===== src/rtl/led_scroller_pkg.sv =====
// rtl/led_scroller_pkg.sv - mode/direction encodings and LED pattern helper
// Purpose: shared types for the LED scroller and the (mode, pos) -> led map.
// Contents: mode_e, dir_e, led_pattern().
package led_scroller_pkg;

  typedef enum logic [1:0] {
    MODE_ROT_L  = 2'd0,
    MODE_ROT_R  = 2'd1,
    MODE_BOUNCE = 2'd2,
    MODE_FILL   = 2'd3
  } mode_e;

  typedef enum logic {
    DIR_UP   = 1'b0,
    DIR_DOWN = 1'b1
  } dir_e;

  // 32-bit result; callers truncate to their LED width. Fill lights [pos:0]
  // by shifting an all-ones word right so no wider temporary is needed.
  function automatic logic [31:0] led_pattern(input mode_e mode, input logic [4:0] pos);
    if (mode == MODE_FILL) begin
      return 32'hFFFF_FFFF >> (5'd31 - pos);
    end
    return 32'd1 << pos;
  endfunction

endpackage


===== src/rtl/led_scroller_gen_if.sv =====
// rtl/led_scroller_gen_if.sv - control/status bundle of the LED scroller
// Purpose: groups the pattern controls and the LED outputs.
// master: drives mode/speed/pause/step, observes led/pos/tick.
// slave : the scroller itself.
interface led_scroller_gen_if #(
  parameter int LED_W = 8
);
  logic [1:0]               mode;
  logic [1:0]               speed;
  logic                     pause;
  logic                     step;
  logic [LED_W-1:0]         led;
  logic [$clog2(LED_W)-1:0] pos;
  logic                     tick;

  modport master (output mode, speed, pause, step, input led, pos, tick);
  modport slave  (input mode, speed, pause, step, output led, pos, tick);
endinterface


===== src/rtl/scroll_prescaler.sv =====
// rtl/scroll_prescaler.sv - step-period prescaler with pause/single-step
// Ports: clk, reset (sync, active-high), speed (period = max(CNT_TICK>>speed,1)),
//        pause (freeze count), step (advance while paused), clr (restart count),
//        adv (combinational advance request for the current cycle).
module scroll_prescaler #(
  parameter int               CNT_W    = 27,
  parameter logic [CNT_W-1:0] CNT_TICK = 27'd100_000_000
) (
  input  logic       clk,
  input  logic       reset,
  input  logic [1:0] speed,
  input  logic       pause,
  input  logic       step,
  input  logic       clr,
  output logic       adv
);

  logic [CNT_W-1:0] cnt_q, cnt_d;
  logic [CNT_W-1:0] shifted;
  logic [CNT_W-1:0] period_m1;

  always_comb begin
    shifted   = CNT_TICK >> speed;
    // A zero shifted period collapses to 1 cycle.
    period_m1 = (shifted == '0) ? '0 : shifted - CNT_W'(1);
    // >= so a mid-count speed-up fires immediately instead of wrapping.
    adv       = pause ? step : (cnt_q >= period_m1);
    cnt_d     = cnt_q;
    if (clr) begin
      cnt_d = '0;
    end else if (!pause) begin
      cnt_d = adv ? '0 : cnt_q + CNT_W'(1);
    end
  end

  always_ff @(posedge clk) begin
    if (reset) begin
      cnt_q <= '0;
    end else begin
      cnt_q <= cnt_d;
    end
  end

endmodule


===== src/rtl/led_scroller_gen.sv =====
// rtl/led_scroller_gen.sv - four-pattern LED scroller with speed/pause/step
// Ports: clk, reset (sync, active-high), bus (slave): mode, speed, pause, step
//        in; led (pattern), pos (head index), tick (new-value pulse) out.
module led_scroller_gen
  import led_scroller_pkg::*;
#(
  parameter int               LED_W    = 8,
  parameter int               CNT_W    = 27,
  parameter logic [CNT_W-1:0] CNT_TICK = 27'd100_000_000
) (
  input  logic                clk,
  input  logic                reset,
  led_scroller_gen_if.slave   bus
);

  localparam int               POS_W   = $clog2(LED_W);
  localparam logic [POS_W-1:0] POS_MAX = POS_W'(LED_W - 1);
  localparam logic [POS_W-1:0] POS_ONE = POS_W'(1);

  logic [POS_W-1:0] pos_q, pos_d;
  dir_e             dir_q, dir_d;
  logic [LED_W-1:0] led_q, led_d;
  logic             tick_q, tick_d;
  mode_e            mode_q, mode_d;
  logic             mode_chg;
  logic             adv;

  // A mode change restarts the prescaler so the new pattern gets a full period.
  assign mode_chg = (mode_e'(bus.mode) != mode_q);

  scroll_prescaler #(
    .CNT_W    (CNT_W),
    .CNT_TICK (CNT_TICK)
  ) u_prescaler (
    .clk   (clk),
    .reset (reset),
    .speed (bus.speed),
    .pause (bus.pause),
    .step  (bus.step),
    .clr   (mode_chg),
    .adv   (adv)
  );

  always_comb begin
    pos_d  = pos_q;
    dir_d  = dir_q;
    led_d  = led_q;
    tick_d = 1'b0;
    mode_d = mode_q;
    if (mode_chg) begin
      pos_d  = '0;
      dir_d  = DIR_UP;
      led_d  = LED_W'(1);
      mode_d = mode_e'(bus.mode);
    end else if (adv) begin
      tick_d = 1'b1;
      case (mode_q)
        MODE_ROT_R: pos_d = (pos_q == '0) ? POS_MAX : pos_q - POS_ONE;
        MODE_BOUNCE: begin
          // Turn around at the ends so end LEDs are lit for a single period.
          if (dir_q == DIR_UP) begin
            if (pos_q == POS_MAX) begin
              dir_d = DIR_DOWN;
              pos_d = POS_MAX - POS_ONE;
            end else begin
              pos_d = pos_q + POS_ONE;
            end
          end else begin
            if (pos_q == '0) begin
              dir_d = DIR_UP;
              pos_d = POS_ONE;
            end else begin
              pos_d = pos_q - POS_ONE;
            end
          end
        end
        default: pos_d = (pos_q == POS_MAX) ? '0 : pos_q + POS_ONE;
      endcase
      led_d = LED_W'(led_pattern(mode_q, 5'(pos_d)));
    end
  end

  always_ff @(posedge clk) begin
    if (reset) begin
      pos_q  <= '0;
      dir_q  <= DIR_UP;
      led_q  <= LED_W'(1);
      tick_q <= 1'b0;
      mode_q <= mode_e'(bus.mode);
    end else begin
      pos_q  <= pos_d;
      dir_q  <= dir_d;
      led_q  <= led_d;
      tick_q <= tick_d;
      mode_q <= mode_d;
    end
  end

  assign bus.led  = led_q;
  assign bus.pos  = pos_q;
  assign bus.tick = tick_q;

endmodule


===== src/flat_wrapper.sv =====
// flat-port wrapper written by rule: the top's interface ports become plain ports
module led_scroller_gen_flat import led_scroller_pkg::*;
#(
  parameter int               LED_W    = 8,
  parameter int               CNT_W    = 27,
  parameter logic [CNT_W-1:0] CNT_TICK = 27'd100_000_000
)
  (clk, reset, bus_mode, bus_speed, bus_pause, bus_step, bus_led, bus_pos, bus_tick);
  led_scroller_gen_if #(.LED_W(LED_W)) bus_i ();
  input  logic clk;
  input  logic reset;
  input wire logic [$bits(bus_i.mode)-1:0] bus_mode;
  input wire logic [$bits(bus_i.speed)-1:0] bus_speed;
  input wire logic [$bits(bus_i.pause)-1:0] bus_pause;
  input wire logic [$bits(bus_i.step)-1:0] bus_step;
  output wire logic [$bits(bus_i.led)-1:0] bus_led;
  output wire logic [$bits(bus_i.pos)-1:0] bus_pos;
  output wire logic [$bits(bus_i.tick)-1:0] bus_tick;
  assign bus_i.mode = bus_mode;
  assign bus_i.speed = bus_speed;
  assign bus_i.pause = bus_pause;
  assign bus_i.step = bus_step;
  assign bus_led = bus_i.led;
  assign bus_pos = bus_i.pos;
  assign bus_tick = bus_i.tick;
  led_scroller_gen #(.LED_W(LED_W), .CNT_W(CNT_W), .CNT_TICK(CNT_TICK)) u_core (.clk(clk), .reset(reset), .bus(bus_i));
endmodule

===== config.mk =====
export PLATFORM = sky130hd
export DESIGN_NAME = led_scroller_gen_flat
export DESIGN_NICKNAME = d
export VERILOG_FILES = /design/src/rtl/led_scroller_pkg.sv /design/src/rtl/led_scroller_gen_if.sv /design/src/rtl/scroll_prescaler.sv /design/src/rtl/led_scroller_gen.sv /design/src/flat_wrapper.sv
export SDC_FILE = /design/constraint.sdc
export NUM_CORES = 1
export LEC_CHECK = 0
export BUFFER_PORTS_ARGS = -buffer_cell sky130_fd_sc_hd__buf_2
export CORE_ASPECT_RATIO = 0.5
export CORE_UTILIZATION = 45
export CTS_BUF_LIST = sky130_fd_sc_hd__clkbuf_8
export DETAILED_ROUTE_END_ITERATION = 12
export PLACE_DENSITY = 0.62
export SETUP_SLACK_MARGIN = 0.05
export SYNTH_ARGS = -nofsm -noshare
export SYNTH_HDL_FRONTEND = slang
export SYNTH_SLANG_ARGS = --single-unit

===== constraint.sdc =====
create_clock -name clk -period 3.17 [get_ports clk]
set_input_delay 0.951 -clock clk [delete_from_list [all_inputs] [get_ports clk]]
set_output_delay 0.951 -clock clk [all_outputs]
set_load 0.02 [all_outputs]

==> results of run 1 <==
## cells in the final DEF, fill, tap and decap left out, types with 3 or more instances in the layout
cell,instances
nor2_1,41
dfxtp_1,40
ha_1,28
inv_1,24
buf_4,19
a21oi_1,17
buf_2,17
xnor2_1,16
nand2_1,15
nand3_1,14
xor2_1,13
o21ai_0,13
nor3_1,11
nand4_1,9
clkbuf_8,5
and4_1,4
nand4b_1,3
a21o_1,3
conb_1,3
## logic make-up (layout without fill, tap and decap cells)
| group | after synthesis | count (layout) | share of synthesized area [%] |
|---|---|---|---|
| mux | 3 | 3 | 1.20 |
| compound gates | 60 | 60 | 15.1 |
| xor+xnor | 30 | 30 | 9.99 |
| buf+inv | 35 | 75 | 5.97 |
| flops | 42 | 42 | 31.8 |
| simple gates | 115 | 115 | 21.4 |
| other cells | 2 | 3 | 0.278 |
| fa+ha+maj | 31 | 31 | 14.3 |
## flip-flops by register name (all words and copies together), names as in the netlist
register	cells
u_core.u_prescaler.cnt_q	27
u_core.bus.led	8
u_core.bus.pos	3
u_core.mode_q	2
u_core.bus.tick	1
u_core.dir_q	1
## power by group through the flow
stage | registers (mW) | clock network [mW] | logic [mW]
2_1_floorplan | 0.562 | 0 | 0.116
5_1_grt | 0.547 | 0.399 | 0.223
6_report | 0.546 | 0.371 | 0.202
3_3_place_gp | 0.558 | 0 | 0.172
4_1_cts | 0.546 | 0.381 | 0.177
3_5_place_dp | 0.558 | 0 | 0.175
## per-layer routing
| metal | GRT usage [%] | vias up |
|---|---|---|
| met2 | 32.7 | 29 |
| met5 | 0 | - |
| li1 | - | 1195 |
| met4 | 6.56 | 0 |
| met3 | 4.86 | 6 |
| met1 | 25.1 | 1120 |
## area by class of cell
cell class	count	area, sq um
Fill cell	501	2410
Multi-Input combinational cell	242	1760
Sequential cell	42	861
Timing Repair Buffer	42	328
Inverter	25	93.8
Tap cell	73	91.3
Clock buffer	5	68.8
Clock inverter	3	23.8
## stage by stage
stage / setup TNS, ps / setup WS [ps]
3_5_place_dp: -4540 / -321
2_1_floorplan: 0 / 18.8
5_1_grt: -56.1 / -47.0
3_3_place_gp: -3380 / -281
4_1_cts: 0 / 54.5
6_report: 0 / 35.6
## what timing repair did
| item | CTS | global route |
|---|---|---|
| endpoints found under the setup margin | 3 | 11 |
| pin swaps | 2 | 7 |
| gates resized for setup | 2 | 17 |
| gates cloned | 0 | 2 |
| buffers inserted | 0 | 3 |
## final timing paths
path                            depth (start not counted)                             end  slack, ps
worst min register to register                          2  u_core.bus.led[5]$_SDFFE_PP0P_        490
worst max register to register                          9       u_core.dir_q$_SDFFE_PP0P_        570
worst max-delay path                                   12       u_core.dir_q$_SDFFE_PP0P_         40
worst min-delay path                                    2  u_core.bus.led[5]$_SDFFE_PP0P_        490
## worst max-delay path: stages
cell,delay (ps)
clkbuf_4,150
buf_4,140
nand2_2,90
inv_2,50
ha_1,300
a31oi_1,260
o41ai_2,120
maj3_2,350
a211oi_4,390
buf_4,180
nor3_1,50
o221a_2,290
==> flow_metrics.py, run 1 <==
metrics = {
    "outcome": {
        "status": "finished, violations left",
        "violations": "DRC",
    },
    "pwr": {
        "power_density_nw_per_um2": 347,
        "p_leak_nw": 1.30,
        "p_switching_uw": 330,
        "pwr-share-comb_pct": 18.1,
        "p_sw_share_pct": 29.5,
        "vdd_drop_max_uv": 164,
        "clkPwrFrac_pct": 33.2,
        "p_total_mw": 1.12,
        "pwr-share-seq_pct": 48.8,
        "internal_power_uw": 789,
    },
    "yosys": {
        "synth_top_area_cell": "dfxtp_1",
        "syn_inst": 318,
        "yosys-top-cells-count": "nor2_1 (42), dfxtp_1 (40), ha_1 (30)",
        "synth-seq-cells": 42,
        "syn_area_per_cell_sq_um": 8.51,
        "yosysSeqAreaShare_pct": 31.8,
        "synth_top_area_share_pct": 29.6,
        "synth.most_common_cell": "nor2_1",
        "synthFlopType": "dfxtp_1",
        "synth.distinct_cells": 57,
        "synth_edf_count": 2,
        "ys_warn_count": 0,
        "syn_area_sq_um": 2710,
        "synth-async-reset-ratio_pct": 0,
        "synth_area_leaders": "dfxtp_1 (30%), ha_1 (14%), nor2_1 (5.8%)",
    },
    "worst_setup_path": {
        "cp_max_fo": 7,
        "r2r-start": "u_core.u_prescaler.cnt_q[20]$_SDFFE_PP0N_",
        "critPathLaunch": "bus_speed[1]",
        "arrival_ps": 3330,
        "cp.required_ps": 3370,
        "critPathKind": "in2reg",
        "critPathLaunchType": "primary input",
        "crit_path_end_kind": "register",
    },
    "routing": {
        "via_per_inst": 5.44,
        "ant_nets": 0,
        "dr_wl_met2_um": 2780,
        "drt_iter0_drc": 122,
        "wl_um": 6160,
        "num_vias": 2350,
        "met1_length_um": 3070,
        "drc": 2,
        "avgRoutedWirePerCell_um": 14.3,
        "drt_pre_antenna_iters": 9,
        "wl_met3_um": 257,
        "top_layer_used": "met4",
    },
    "clock_network": {
        "clock_sinks": 42,
        "ctsHoldBuffers": 0,
        "clock-root-buffer": "clkbuf_8",
        "clock_path_buffers": 2,
        "cts_buffers": 5,
        "cts_tree": "built",
        "clock_latency_ps": 310,
        "htree_levels": 2,
        "clk_pin_slew_ps": 100,
    },
    "placement": {
        "dp_cells": 419,
        "place_area_sq_um": 3000,
        "port_buffers": 19,
        "place_hpwl_um": 4460,
        "routabilityCongestion": 0.844,
    },
    "flow_run": {
        "maxCapViolCount": 0,
    },
    "timing": {
        "setup_viol": 0,
        "slew_headroom_pct": 48.7,
        "tightest_slew_ps": 759,
        "final_hold_viol_count": 0,
        "rsz0062_at_grt": "yes",
        "fin_worst_skew_ps": 13.6,
        "fmax_ghz": 0.319,
        "hold_ws_ps": 486,
        "finalCriticalPeriod_ps": 3130,
        "min_period_over_period_pct": 98.9,
        "maxSlewViolCount": 0,
    },
    "grt": {
        "grt_max_degree": 27,
        "antenna_found_initial": 0,
        "grt_pass1_wl_um": 9880,
        "grt_overflow": 0,
        "grt_usage_pct": 19.7,
        "grt_pass1_vias": 2174,
    },
    "worst_hold_path": {
        "hold_class": "reg2reg",
        "hold_start": "u_core.bus.led[5]$_SDFFE_PP0P_",
    },
    "die": {
        "coreArea_sq_um": 5630,
        "num_rows": 19,
        "dieWidth_um": 112,
        "start_util_pct": 48.0,
        "die_y_um": 56.8,
        "dieArea_sq_um": 6340,
        "ios": 20,
    },
    "final_layout": {
        "final_area_sq_um": 3230,
        "area_growth_pct": 19.3,
        "final_net_count": 396,
        "drive_gt1_share_pct": 21.7,
        "antenna_cells": 0,
        "fin_util_pct": 57.3,
        "finalNonFillerCells": 432,
    },
}
(Power assumes the default switching activity.)
==> inputs of run 2 (changes only) <==
Settings changed: CTS_BUF_LIST sky130_fd_sc_hd__clkbuf_8 to default.
==> run 2 against run 1 <==
Compared with the run above:
- the flow still finishes with violations (DRC)
- via count is 2.4% higher
- count of clock-buffer cells in the layout unchanged
- non-clock buffer count is the same
- critical endpoint is now u_core.u_prescaler.cnt_q[23]$_SDFFE_PP0N_
- worst hold slack lost 5.5 ps
- die area unchanged
- highest routed layer unchanged
- register-to-register slack better by 40 ps
- flip-flop and latch count did not move
- clock skew decreased by 5.5 ps
==> flow_metrics.py, run 2 (synthesis results as in run 1) <==
metrics = {
    "routing": {
        "via_per_inst": 5.57,
        "drc": 2,
        "num_vias": 2407,
        "drt_iter0_drc": 149,
        "avgRoutedWirePerCell_um": 14.7,
        "drt_pre_antenna_iters": 9,
        "wl_um": 6340,
        "ant_nets": 0,
    },
    "grt": {
        "antenna_found_initial": 0,
        "grt_pass1_wl_um": 10100,
        "grt_usage_pct": 20.2,
        "grt_max_degree": 27,
        "grt_overflow": 0,
        "grt_pass1_vias": 2189,
    },
    "die": {
        "start_util_pct": 48.0,
        "ios": 20,
        "num_rows": 19,
        "die_y_um": 56.8,
        "coreArea_sq_um": 5630,
        "dieArea_sq_um": 6340,
        "dieWidth_um": 112,
    },
    "final_layout": {
        "drive_gt1_share_pct": 21.7,
        "final_common_cell": "nor2_1",
        "mostFrequentLayoutCells": "nor2_1 (41), dfxtp_1 (40), ha_1 (26), inv_1 (24), buf_4 (19)",
        "largest_reg_flops": 27,
        "finalNonFillerCells": 432,
        "antenna_cells": 0,
        "fillers": 494,
        "final_net_count": 396,
        "regMostFlops": "u_core.u_prescaler.cnt_q",
        "area_growth_pct": 22.1,
    },
    "clock_network": {
        "ctsHoldBuffers": 0,
        "clock_latency_ps": 290,
        "clock-root-buffer": "clkbuf_16",
        "clock_sinks": 42,
        "htree_levels": 2,
        "cts_tree": "built",
        "cts_buffers": 5,
        "clock_path_buffers": 2,
        "clk_pin_slew_ps": 70,
    },
    "timing": {
        "maxSlewViolCount": 0,
        "finalCriticalPeriod_ps": 3120,
        "tightest_slew_ps": 774,
        "setup_tns_ps": 0,
        "fin_worst_skew_ps": 8.15,
        "rsz0062_at_grt": "yes",
        "setup_viol": 0,
        "final_hold_viol_count": 0,
        "slew_headroom_pct": 47.7,
        "fmax_ghz": 0.321,
        "min_period_over_period_pct": 98.3,
    },
    "worst_setup_path": {
        "path_buf_inv": 6,
        "crit_chain": "clkbuf_4 > buf_4 > nand2_2 > inv_4 > ha_4 > nand2_1 > o21a_1 > o311a_2 > a22oi_2 > buf_4 > a21oi_1 > o21ai_2 > buf_6 > clkbuf_16 > nor2_1",
        "arrival_ps": 3290,
        "crit_path_end_kind": "register",
        "cp.required_ps": 3350,
        "critPathSlowestCell": "o311a_2",
        "critPathKind": "in2reg",
        "rrSetupSlack_ps": 610,
        "critPathLaunch": "bus_speed[1]",
        "critPathLaunchType": "primary input",
        "cp_max_fo": 13,
        "r2r-start": "u_core.u_prescaler.cnt_q[20]$_SDFFE_PP0N_",
        "max_stage_delay_ps": 340,
        "cp_common_cell": "buf_4",
        "cp_top_family": "compound AO/OA/AOI/OAI gates",
    },
    "worst_hold_path": {
        "hold_start": "u_core.bus.led[5]$_SDFFE_PP0P_",
        "hold_class": "reg2reg",
    },
    "placement": {
        "place_hpwl_um": 4460,
        "dp_cells": 419,
        "port_buffers": 19,
        "routabilityCongestion": 0.844,
    },
    "outcome": {
        "status": "finished, violations left",
        "violations": "DRC",
    },
    "flow_run": {
        "maxCapViolCount": 0,
    },
    "pwr": {
        "p_leak_nw": 1.32,
        "power_density_nw_per_um2": 386,
        "vdd_drop_max_uv": 195,
    },
}
run 2: cell counts in the layout (fill, tap and decap cells not counted):
No cell type changed its count.
run 2: layout make-up:
class                      count  area (sq um)  area share [%]
clock buffer                   5           125            3.79
clock inverter                 3          23.8           0.720
inverter                      25          96.3            2.92
multi-input combinational    242          1780            53.8
sequential                    42           861            26.1
tap                           73          91.3            2.77
timing repair buffer          42           328            9.92
run 2: layer usage:
metal	vias up	track usage (%)	wire length, um
met5	-	0	0
li1	1201	-	-
met1	1174	25.9	3120
met3	2	4.86	242
met2	30	33.4	2940
met4	0	7.14	29
run 2: power by group:
part / leakage, nW / switching, mW / internal (mW) / total [mW]
sequential: 0.343 / 0.00661 / 0.539 / 0.546
combinational: 0.900 / 0.113 / 0.0908 / 0.204
clock: 0.0747 / 0.227 / 0.297 / 0.524
total: 1.32 / 0.347 / 0.927 / 1.27
run 2: what timing repair did:
item,4_1_cts,5_1_grt
setup endpoints to repair,7,16
gates cloned,0,2
buffers inserted,0,3
gates resized for setup,3,17
pin swaps,2,4
run 2: metrics by stage:
| stage | hold WS [ps] | power (mW) | area [sq um] | utilization, % | setup WS, ps |
|---|---|---|---|---|---|
| floorplan | 465 | 0.678 | 2740 | - | 18.8 |
| global placement | 461 | 0.729 | 3000 | 53.3 | -281 |
| detailed placement | 472 | 0.733 | 3000 | 53.3 | -321 |
| CTS | 484 | 1.26 | 3160 | 56.1 | 50.2 |
| global route | 502 | 1.33 | 3300 | 58.6 | -19.2 |
| finish | 481 | 1.27 | 3300 | 58.6 | 54.9 |
run 2: final timing paths:
check                                                   end  cells past startpoint
setup / recovery  u_core.u_prescaler.cnt_q[23]$_SDFFE_PP0N_                     15
setup reg to reg                  u_core.dir_q$_SDFFE_PP0P_                      9
hold reg to reg              u_core.bus.led[5]$_SDFFE_PP0P_                      2
hold / removal               u_core.bus.led[5]$_SDFFE_PP0P_                      2
run 2: worst min-delay path: stages, from the launching register on:
cell	delay, ps
dfxtp_1	310
o21ai_0	70
a21oi_1	60
